`config.mk`:
```
export PLATFORM = sky130hd
export DESIGN_NAME = mem_arbiter
export DESIGN_NICKNAME = d
export VERILOG_FILES = /design/src/rtl/mem_arbiter.sv
export SDC_FILE = /design/constraint.sdc
export NUM_CORES = 1
export LEC_CHECK = 0
export ABC_AREA = 1
export CAP_MARGIN = 40
export CORE_AREA = 2 2 104 106
export DETAILED_ROUTE_END_ITERATION = 16
export DIE_AREA = 0 0 106 108
export DONT_BUFFER_PORTS = 1
export SYNTH_ARGS = -nofsm -noshare
export SYNTH_HDL_FRONTEND = slang
export SYNTH_SLANG_ARGS = --single-unit
```
`constraint.sdc`:
```
create_clock -name CLK -period 1.2 [get_ports CLK]
set_input_delay 0.12 -clock CLK [delete_from_list [all_inputs] [get_ports CLK]]
set_output_delay 0.12 -clock CLK [all_outputs]
set_load 0.02 [all_outputs]
```
`src/rtl/mem_arbiter.sv`:
```
// Icache/dcache to single RAM port arbiter: registered grant FSM, dcache priority.
// Define ARB_FAIRNESS_EN to add a streak counter that bounds icache starvation.
module mem_arbiter #(
  parameter int unsigned STARVE_LIMIT = 4
) (
  input  logic        CLK,
  input  logic        nRST,
  input  logic        iREN,
  input  logic [31:0] iaddr,
  output logic        iwait,
  output logic [31:0] iload,
  input  logic        dREN,
  input  logic        dWEN,
  input  logic [31:0] daddr,
  input  logic [31:0] dstore,
  output logic        dwait,
  output logic [31:0] dload,
  output logic        ramREN,
  output logic        ramWEN,
  output logic [31:0] ramaddr,
  output logic [31:0] ramstore,
  input  logic [31:0] ramload,
  input  logic [1:0]  ramstate
);

  typedef enum logic [1:0] {
    IDLE   = 2'd0,
    IGRANT = 2'd1,
    DGRANT = 2'd2
  } state_e;

  localparam logic [1:0] RAM_ACCESS = 2'd2;

  if (STARVE_LIMIT < 1 || STARVE_LIMIT > 15) begin : g_bad_limit
    $error("STARVE_LIMIT must be in 1..15");
  end

  state_e state_q, state_d;
  logic   d_req;
  logic   ram_access;
  logic   force_i;

  assign d_req      = dREN | dWEN;
  assign ram_access = (ramstate == RAM_ACCESS);

`ifdef ARB_FAIRNESS_EN
  localparam logic [3:0] LIMIT = 4'(STARVE_LIMIT);

  logic [3:0] streak_q, streak_d;

  assign force_i = iREN && (streak_q == LIMIT);

  always_comb begin
    streak_d = streak_q;
    unique case (state_q)
      IDLE:   if (!iREN) streak_d = '0;
      DGRANT: if (d_req && ram_access && iREN && streak_q < LIMIT) streak_d = streak_q + 4'd1;
      IGRANT: if (iREN && ram_access) streak_d = '0;
      default: streak_d = '0;
    endcase
  end

  always_ff @(posedge CLK or negedge nRST) begin
    if (!nRST) streak_q <= '0;
    else       streak_q <= streak_d;
  end
`else
  assign force_i = 1'b0;
`endif

  always_comb begin
    // NOTE: every output gets a default first so no path through the case infers a latch.
    state_d  = state_q;
    iwait    = 1'b1;
    dwait    = 1'b1;
    iload    = '0;
    dload    = '0;
    ramREN   = 1'b0;
    ramWEN   = 1'b0;
    ramaddr  = '0;
    ramstore = '0;
    unique case (state_q)
      IDLE: begin
        if (force_i)    state_d = IGRANT;
        else if (d_req) state_d = DGRANT;
        else if (iREN)  state_d = IGRANT;
      end
      DGRANT: begin
        ramaddr  = daddr;
        ramstore = dstore;
        // Dropping both enables aborts silently: no RAM enables, no wait pulse.
        if (!d_req) begin
          state_d = IDLE;
        end else begin
          ramWEN = dWEN;
          ramREN = dREN & ~dWEN;
          if (ram_access) begin
            dwait   = 1'b0;
            dload   = ramload;
            state_d = IDLE;
          end
        end
      end
      IGRANT: begin
        ramaddr = iaddr;
        if (!iREN) begin
          state_d = IDLE;
        end else begin
          ramREN = 1'b1;
          if (ram_access) begin
            iwait   = 1'b0;
            iload   = ramload;
            state_d = IDLE;
          end
        end
      end
      default: state_d = IDLE;
    endcase
  end

  // NOTE: sequential state uses non-blocking assignment so every flop samples pre-edge values.
  always_ff @(posedge CLK or negedge nRST) begin
    if (!nRST) state_q <= IDLE;
    else       state_q <= state_d;
  end

endmodule

```
# After elaboration in Yosys (flattened, before gate mapping)
# Index checks and enable logic that the tools add are counted.
# totals
inputBits,135
elab_cells,32
register_bits,2
# op_classes
n_bitwise,3
reduce_logical,1
mux,23
eq_ne,4
# ops
operator,n
32-bit two-way mux,6
32-bit one-hot mux with 2 select lines,1
2-bit two-way mux,5
1-bit two-way mux,9
2-bit one-hot mux with 3 select lines,1
2-bit equality test (second input constant),2
3-bit != test (second input constant),1
2-bit by 1-bit equality test with 1-bit output (second input constant),1
2-bit zero test,1
1-bit one-hot mux with 2 select lines,1
1-bit AND,1
1-bit inverter,1
1-bit bitwise OR,1

# Depth between registers and ports, before layout
# logic_depth
ltp_word,4
ltp_mapped,9
mapped_depth_nobuf,8

# Worst setup path before layout
# OpenSTA, ideal clock, no wires.
# synth_path
path_type,reg2out
startpoint,register state_q[1]
endpoint,output port ramaddr[0]
arrival_time_ns,1.441
path_stages_with_launch,7
setup_slack_ns,-0.361
n_path_buf,2
cell_sequence,dfrtp_1 -> inv_1 -> ha_1 -> buf_4 -> clkbuf_1 -> nand2_1 -> a21oi_1
# synth_between
elab_chain_cells,2
elab_cells_between_ends,3
# synth_rtl
item,line_no,source
start: declaration,38,"state_e state_q, state_d;"
start signal: assignment,124,else state_q <= state_d;
2-bit by 1-bit equality test with 1-bit output or 2-bit equality test (tied branches),82,unique case (state_q)
32-bit one-hot mux with 2 select lines *,82,
end: declaration,20,"output logic [31:0] ramaddr,"
# Mark *: on every way between the ends. The rest lies on a longest branch, timed or not.

# Worst setup path after layout
# layout_path
startpoint,register state_q[1]
endpoint,output port ramaddr[5]
# The elaborated chain is that of the path after synthesis.

==> results.tsv <==
stage	metric	value	unit
run_status	status	finished with violations	
run_status	violations	setup timing	
timing	min_period	1.63	ns
timing	drv_slew	0	
routing	vias	2295	
die	core	0.0102	mm^2
die	die_area	0.0114	mm^2
placement	hpwl	6560	um
global_route	grt_use_total	0.152	
power	ir_worst_vdd	0.00139	V
die	num_rows	37	
timing	finalHoldViolations	0	
synthesis	netlist.area_leader.share	0.292	
cells_and_area	reg.largest.list	state_q x2	
routing	drt.antenna.violating_nets	0	
timing	skew	0.000631	ns
power	powerDensity	2060	mW/mm^2
die	die_height	108	um
synthesis	synth_area_per_cell	4.53	um^2
cells_and_area	synthToLayoutAreaGrowth	198	%
global_route	grt_max_degree	18	
synthesis	syn_nets	457	
routing	drc	0	
synthesis	ys_warn_count	0	
synthesis	ys_top_cells_by_area	nand2_1 (29%), inv_1 (19%), nor2_1 (17%), a21oi_1 (12%), buf_6 (7.8%)	
die	start_util	0.141	
global_route	grt-ovfl-total	0	
clock_network	insertion_delay	0.21	ns
clock_network	cts_buffers	3	
clock_network	cts_buffer_depth	2	
placement	port_buffers	0	
worst_setup_path	cp.arrival	1.51	ns
synthesis	syn_inst	318	
power	p_leak	0.00181	uW
routing	drt_pass1_iterations	4	
cells_and_area	fin_area	0.00430	mm^2
worst_setup_path	cp.required	1.08	ns
worst_setup_path	endpoint_kind	output pin	
cells_and_area	final_cells	534	
placement	dpl_cell_area	0.00297	mm^2
placement	place_inst	511	
timing	tightest_slew	0.228	ns
clock_network	cts_root_buffer	clkbuf_8	
worst_setup_path	rrSetupSlack	-0.32	ns
routing	drt-vias-per-instance	4.30	
cells_and_area	largest-register	state_q	
timing	relSlewSlack	0.848	
placement	gp_congestion	0.775	
die	io_pins	267	
cells_and_area	nNetsFinal	539	
clock_network	clk_pin_slew	0.03	ns
worst_hold_path	hold_class	in -> async	
synthesis	yosys.area.top_type	nand2_1	
clock_network	cts.sinks	2	
timing	rsz0062_at_grt	yes	
timing	finalCritPeriodShare	1.36	
global_route	grt_pass1_wl	13700	um
clock_network	cts_tree	built	
routing	drt-initial-drc-count	78	
worst_setup_path	crit_path_start_kind	flip-flop	
cells_and_area	drive_gt1_frac	0.736	
cells_and_area	num_antenna_cells	0	
timing	setup_ws	-0.430	ns
global_route	antenna_found_initial	0	
global_route	grt_pass1_vias	2516	
synthesis	ys_ff_latch	2	
clock_network	cts.htree.levels	1	
die	fp.dieW	106	um
cells_and_area	final_cell_mix	nor2_4 (65), buf_6 (59), nand2_1 (58)	
routing	wl_per_cell	17.3	um
timing	setup_viol	134	
routing	wl	9250	um
worst_setup_path	cp_max_fo	8	
cells_and_area	largest_reg_flops	2	
synthesis	syn_area	0.00144	mm^2
cells_and_area	final_common_cell	nor2_4	
synthesis	synth-seq-area-share	0.0347	
timing	max_freq	614	MHz
synthesis	synth_cell_types	16	
flow_run	cap_violations	0	
worst_setup_path	path_class	reg -> out	
## where the power goes
part	internal [uW]	total [uW]	switching, uW
logic	3310	8490	5170
clock network	212	267	54.8
registers	97.8	122	24.3
total	3620	8870	5250
## critical path: stages (launching register included)
cell and delay [ns]:
dfrtp_1 0.36, buf_6 0.12, ha_4 0.17, buf_8 0.15, clkbuf_16 0.18, nand2_2 0.08, a21oi_4 0.23
## layer usage
metal / up-vias / GRT usage / wire (um)
met5: - / 0 / 0
met4: 0 / 0.0836 / 329
met3: 22 / 0.0283 / 575
met2: 141 / 0.300 / 5380
met1: 1070 / 0.149 / 2970
li1: 1062 / - / -
## synthesized netlist by cell type
| master | instances |
|---|---|
| a21oi_1 | 34 |
| buf_1 | 3 |
| buf_2 | 4 |
| buf_4 | 1 |
| buf_6 | 10 |
| clkbuf_1 | 2 |
| dfrtp_1 | 2 |
| ha_1 | 4 |
| inv_1 | 74 |
| nand2_1 | 112 |
| nand3_1 | 1 |
| nand3_4 | 2 |
| nand3b_1 | 1 |
| nor2_1 | 66 |
| nor2_4 | 1 |
| o21a_1 | 1 |
## cells by family (layout without fill, tap and decap cells)
kind of cell	after synthesis	count (layout)	synth area share
and+or+nand+nor	183	183	0.504
DFF	2	2	0.0347
adders and majority gates	4	4	0.0347
AOI/OAI and AO/OA	35	35	0.123
buffers and inverters	94	174	0.303
## through the flow
step	TNS (ns)	hold WS [ns]	util	power, uW	setup slack (ns)
after CTS	-50.82	0.139	0.410	8710	-0.426
final	-47.04	0.146	0.420	8870	-0.430
after global placement	-23.92	-0.175	0.291	5360	-0.255
after detailed placement	-28.21	-0.175	0.291	5450	-0.317
after floorplan	-12.82	-0.176	-	4740	-0.128
after global routing	-55.68	0.144	0.420	9320	-0.492
## worst paths after layout
path	depth (start not counted)	endpoint	start
min in group CLK	5	state_q[0]	dWEN
max reg2reg	10	state_q[1]	state_q[1]
min reg2reg	4	state_q[1]	state_q[1]
max	6	ramaddr[5]	state_q[1]
max in group asynchronous	1	state_q[1]	nRST
min	1	state_q[0]	nRST
## cell type report
cell class | count | area (um^2)
Fill cell | 963 | 5930
Clock buffer | 3 | 41.3
Sequential cell | 2 | 50.0
Multi-Input combinational cell | 222 | 2260
Tap cell | 136 | 170
Timing Repair Buffer | 97 | 1360
Inverter | 74 | 420
## repair_timing
action / in CTS / in global routing
pin swaps: 17 / 24
endpoints found under the hold margin: 2 / 0
setup buffers: 10 / 0
hold buffers: 1 / 0
gates resized for setup: 214 / 40
endpoints found under the setup margin: 134 / 134
cloned: 11 / 1
Note: power is estimated with default switching activity, not from simulation.
